<file path="src/rtl/mem_stage.sv">
`default_nettype none
// +--------------------------------------------------------------------------+
// | mem_stage                                                                |
// | MEM stage of the 8-bit RISC-V pipeline: data memory, branch resolve,     |
// | MEM/WB register. Optional memory-mapped I/O at 0xFF under MEM_IO_EN.     |
// | Revision: 1.0                                                            |
// +--------------------------------------------------------------------------+
module mem_stage #(
    parameter int PC_SIZE = 10,
    parameter int DEPTH   = 256
) (
    input  logic               clock,
    input  logic               reset,
    input  logic [PC_SIZE-1:0] PC_jump_in,
    input  logic               zero_in,
    input  logic [7:0]         ALU_result_in,
    input  logic [7:0]         write_data_in,
    input  logic               branch_in,
    input  logic               mem_read_in,
    input  logic               mem_write_in,
    input  logic               mem_to_reg_in,
    input  logic               reg_write_in,
    input  logic [4:0]         write_register_in,
    input  logic [7:0]         io_in,
    output logic               PC_src,
    output logic [PC_SIZE-1:0] PC_branch,
    output logic [7:0]         ex_mem_alu_result,
    output logic [7:0]         read_data_out,
    output logic [7:0]         ALU_result_out,
    output logic               mem_to_reg_out,
    output logic               reg_write_out,
    output logic [4:0]         write_register_out,
    output logic [7:0]         io_out
);

    localparam int c_ADDR_W = (DEPTH > 1) ? $clog2(DEPTH) : 1;

    logic [7:0]          r_mem [DEPTH];
    logic [c_ADDR_W-1:0] w_addr;
    logic [7:0]          w_load_data;
    logic                w_is_io;

    logic [7:0]          r_read_data;
    logic [7:0]          r_alu_result;
    logic                r_mem_to_reg;
    logic                r_reg_write;
    logic [4:0]          r_write_register;

    // DEPTH is a power of two, so truncation is the modulo.
    assign w_addr = ALU_result_in[c_ADDR_W-1:0];

    assign PC_src            = branch_in & zero_in;
    assign PC_branch         = PC_jump_in;
    assign ex_mem_alu_result = ALU_result_in;

`ifdef MEM_IO_EN
    logic [7:0] r_io_out;

    // I/O decode uses the full 8-bit address, before any DEPTH wrap.
    assign w_is_io = (ALU_result_in == 8'hFF);

    always_ff @(posedge clock) begin
        if (reset) begin
            r_io_out <= 8'h00;
        end else if (mem_write_in && w_is_io) begin
            r_io_out <= write_data_in;
        end
    end

    assign io_out      = r_io_out;
    assign w_load_data = w_is_io ? io_in : r_mem[w_addr];
`else
    logic w_unused_io;

    assign w_is_io     = 1'b0;
    assign w_unused_io = ^io_in;
    assign io_out      = 8'h00;
    assign w_load_data = r_mem[w_addr];
`endif

    // Memory is never cleared by reset; only stores are blocked.
    always_ff @(posedge clock) begin
        if (!reset && mem_write_in && !w_is_io) begin
            r_mem[w_addr] <= write_data_in;
        end
    end

    always_ff @(posedge clock) begin
        if (reset) begin
            r_read_data      <= 8'h00;
            r_alu_result     <= 8'h00;
            r_mem_to_reg     <= 1'b0;
            r_reg_write      <= 1'b0;
            r_write_register <= 5'd0;
        end else begin
            r_read_data      <= mem_read_in ? w_load_data : 8'h00;
            r_alu_result     <= ALU_result_in;
            r_mem_to_reg     <= mem_to_reg_in;
            r_reg_write      <= reg_write_in;
            r_write_register <= write_register_in;
        end
    end

    assign read_data_out      = r_read_data;
    assign ALU_result_out     = r_alu_result;
    assign mem_to_reg_out     = r_mem_to_reg;
    assign reg_write_out      = r_reg_write;
    assign write_register_out = r_write_register;

endmodule
`default_nettype wire

</file>
<file path="config.mk">
export PLATFORM = sky130hd
export DESIGN_NAME = mem_stage
export DESIGN_NICKNAME = d
export VERILOG_FILES = /design/src/rtl/mem_stage.sv
export SDC_FILE = /design/constraint.sdc
export NUM_CORES = 2
export LEC_CHECK = 0
export CORE_ASPECT_RATIO = 1.25
export CORE_UTILIZATION = 39
export DETAILED_ROUTE_END_ITERATION = 10
export GPL_TIMING_DRIVEN = 0
export PLACE_DENSITY = 0.65
export SYNTH_ARGS = -nofsm -noshare
export SYNTH_HDL_FRONTEND = slang
export SYNTH_SLANG_ARGS = --single-unit
</file>
<file path="constraint.sdc">
create_clock -name clock -period 4.45 [get_ports clock]
set_input_delay 0.6675 -clock clock [delete_from_list [all_inputs] [get_ports clock]]
set_output_delay 0.6675 -clock clock [all_outputs]
set_load 0.01 [all_outputs]
</file>
==> results.sh <==
export IMPL_status="complete, but fails checks"
export IMPL_violations="negative setup slack"
export IMPL_initial_core_util_pct=39.2
export IMPL_max_stage_delay_ns=0.81
export IMPL_critPathBufInv=3
export IMPL_crit_cells=9
export IMPL_stdcell_count=7159
export IMPL_setup_viol=516
export IMPL_avgRoutedWirePerCell_um=34.0
export IMPL_final_net_count=4304
export IMPL_synth_ff_type="edfxtp_1"
export IMPL_seq_area_frac_synth_pct=77.0
export IMPL_synth_edf_count=2048
export IMPL_crit_start="ALU_result_in[2]"
export IMPL_route_detailed_drc=0
export IMPL_syn_area_per_cell_um2=20.4
export IMPL_die_w_um=408
export IMPL_synthSimpleGateAreaFrac_pct=3.41
export IMPL_core_area_mm2=0.205
export IMPL_cts_buffer_depth=3
export IMPL_critPathRequiredTime_ns=5.08
export IMPL_routabilityCongestion=0.944
export IMPL_rsz0062_at_grt="yes"
export IMPL_io_buffer_count=68
export IMPL_area_growth_pct=14.8
export IMPL_hold_path_endpoint="r_mem[94][2]"
export IMPL_overflow=0
export IMPL_fin_area_mm2=0.0924
export IMPL_slowest_stage="nand4bb_1"
export IMPL_cts_hold_buf=0
export IMPL_hold_viol=0
export IMPL_r2r_cells=6
export IMPL_r2r_slack_ns=1.14
export IMPL_grt_usage_pct=23.1
export IMPL_synth_compound_area_share_pct=3.35
export IMPL_reg2reg_from="r_mem[123][1]"
export IMPL_ant_nets=0
export IMPL_io_pins=97
export IMPL_dpl_hpwl_um=162000
export IMPL_synth_xor_area_share_pct=0
export IMPL_synth_distinct_cells=54
export IMPL_cts_tree="done"
export IMPL_cp_start_kind="input pin"
export IMPL_synth_ff_latch_count=2071
export IMPL_fin_crit_sh_pct=110
export IMPL_grt_pass1_vias=42900
export IMPL_numCtsBuffers=195
export IMPL_cts_sinks=2071
export IMPL_vdd_drop_max_mv=0.445
export IMPL_multi_input_area_mm2=0.0175
export IMPL_cp_arrival_ns=5.51
export IMPL_fp_dieH_um=510
export IMPL_clkTransAtPathRegs_ns=0.06
export IMPL_die_area_mm2=0.208
export IMPL_p_leak_nw=28.5
export IMPL_synth_common_cells="2048 x edfxtp_1, 396 x mux4_2, 232 x nor2_1"
export IMPL_nFillCells=17200
export IMPL_whs_ns=0.0415
export IMPL_critPathKind="in2reg"
export IMPL_grt_max_degree=165
export IMPL_vias_per_cell=5.97
export IMPL_clockRootBuffer="clkbuf_16"
export IMPL_synth_top_family_by_area="multiplexers"
export IMPL_yosysTopAreaCell="edfxtp_1"
export IMPL_min_from="write_data_in[2]"
export IMPL_fin_crit_ns=4.88
export IMPL_yosysWarnings=0
export IMPL_regArea_mm2=0.0620
export IMPL_grt_pass1_wl_um=334000
export IMPL_hold_path_class="in2reg"
export IMPL_maxCapViolCount=0
export IMPL_dr_wl_met3_um=23600
export IMPL_drt_iter0_markers=5750
export IMPL_rows=186
export IMPL_synth_top_cell_area_share_pct=76.4
export IMPL_h_tree_depth=4
export IMPL_worstMarginPinSlew_ns=1.45
export IMPL_power_density_mw_per_mm2=440
export IMPL_route_met2_wl_um=117000
export IMPL_setup_tns_ns=-39.35
export IMPL_postPlaceCellArea_mm2=0.0853
export IMPL_whs_path_depth=1
export IMPL_async_flop_share_pct=0
export IMPL_drtPass1Iterations=8
export IMPL_skew_ns=0.0589
export IMPL_synth_area_top_cells="edfxtp_1 76%, mux4_2 11%, mux2i_1 2.8%, a22oi_1 1.2%, nor2_1 1.1%"
export IMPL_r2r_end="read_data_out[1]"
export IMPL_num_vias=42700
export IMPL_path_max_fanout=10
export IMPL_path_cells="clkdlybuf4s50_1 > clkbuf_1 > nand4bb_1 > clkbuf_1 > o22ai_1 > a211oi_1 > a41oi_1 > nor4_2 > a211oi_1"
export IMPL_insertion_delay_ns=0.88
export IMPL_wirelength_um=243000
export IMPL_fin_ws_ns=-0.429
export IMPL_synth_adder_area_share_pct=0
export IMPL_layout_drive_gt1_share_pct=24.3
export IMPL_yosysMostFrequentCell="edfxtp_1"
export IMPL_syn_inst=3951
export IMPL_slew_headroom_pct=3.05
export IMPL_wl_met1_um=85600
export IMPL_antenna_found_initial=12
export IMPL_dp_cells=6788
export IMPL_worstSetupEndpointType="register"
export IMPL_synth_area_mm2=0.0805
export IMPL_path_delay_family="buffers and inverters"
export IMPL_max_freq_ghz=0.205
export IMPL_finalMaxSlewViolations=0
export IMPL_synth_mux_area_fraction_pct=14.2
export IMPL_routed_top_layer="met5"
kinds of logic (layout without fill, tap and decap cells):
family / count (synthesis) / count (layout)
AND/OR/NAND/NOR: 581 / 581
multiplexers: 643 / 643
other: 1 / 15
flip-flops: 2071 / 2071
AO/OA/AOI/OAI: 373 / 373
buffers and inverters: 282 / 750
stage by stage:
stage	setup WS, ns	utilization, %	total power, mW
after floorplan	1.32	-	22.9
after global placement	-5.45	41.2	24.2
after detailed placement	-1.65	41.6	24.1
after CTS	-0.149	44.9	40.7
after global routing	-0.201	45.0	41.4
final	-0.429	45.0	40.7
worst register-to-register path, stage by stage, from the launching register on:
cell      delay [ns]
edfxtp_1        0.36
mux4_2          0.52
a22oi_1         0.48
a21boi_0        0.21
o31a_1          0.48
nor4_2          0.74
a211oi_1        0.28
sequential cells by signal, indices dropped and copies added, names as in the netlist:
name                cells
ALU_result_out          8
reg_write_out           1
write_register_out      5
mem_to_reg_out          1
r_mem                2048
read_data_out           8
how the worst max path moves through the flow:
| stage | endpoint | slack [ns] |
|---|---|---|
| after floorplan | r_mem[236][0] | 1.32 |
| after global placement | r_mem[38][1] | -5.45 |
| after detailed placement | read_data_out[0] | -1.65 |
| after CTS | r_mem[79][2] | -0.15 |
| after global routing | r_mem[154][6] | -0.20 |
| final | read_data_out[7] | -0.43 |
routing by layer:
metal / vias up / global-route usage, %
met5: - / 0.181
met4: 6 / 13.8
met3: 655 / 5.13
met2: 2711 / 38.2
met1: 22300 / 27.8
li1: 17000 / -
repair_timing:
item                       in CTS  in global routing
buffers inserted                0                  0
resized for setup              99                 67
gates cloned                    0                  0
setup endpoints to repair    1064                781
final cells by class:
cell class                      instances  area share, %
Clock buffer                          233           5.44
Sequential cell                      2071           67.1
Timing Repair Buffer                  105           1.41
Clock inverter                        133           1.55
Buffer                                277           1.82
Tap cell                             2726           3.69
Multi-Input combinational cell       1605           19.0
Antenna cell                            7         0.0190
Inverter                                2        0.00813
where the power goes:
part	switching, mW	total (mW)	internal [mW]
logic	1.54	2.24	0.701
registers	0.00981	21.5	21.5
clock network	7.54	17.0	9.42
layout by cell type (no fill, tap or decap), drive strengths merged, types with 12 or more instances in the layout:
cell / instances
nor2: 232
nand3: 111
a41oi: 22
mux2i: 227
nor4: 12
clkdlybuf4s50: 60
inv: 14
edfxtp: 2048
a211oi: 45
buf: 198
a21oi: 23
a32oi: 12
bufinv: 22
a22oi: 129
clkinv: 91
nand3b: 14
mux2: 20
clkbuf: 354
mux4: 396
nand2: 63
nor3: 56
o21ai: 28
dfxtp: 23
o22ai: 46
nand4: 19
nor2b: 30
Note: power is estimated with default switching activity, not from simulation.
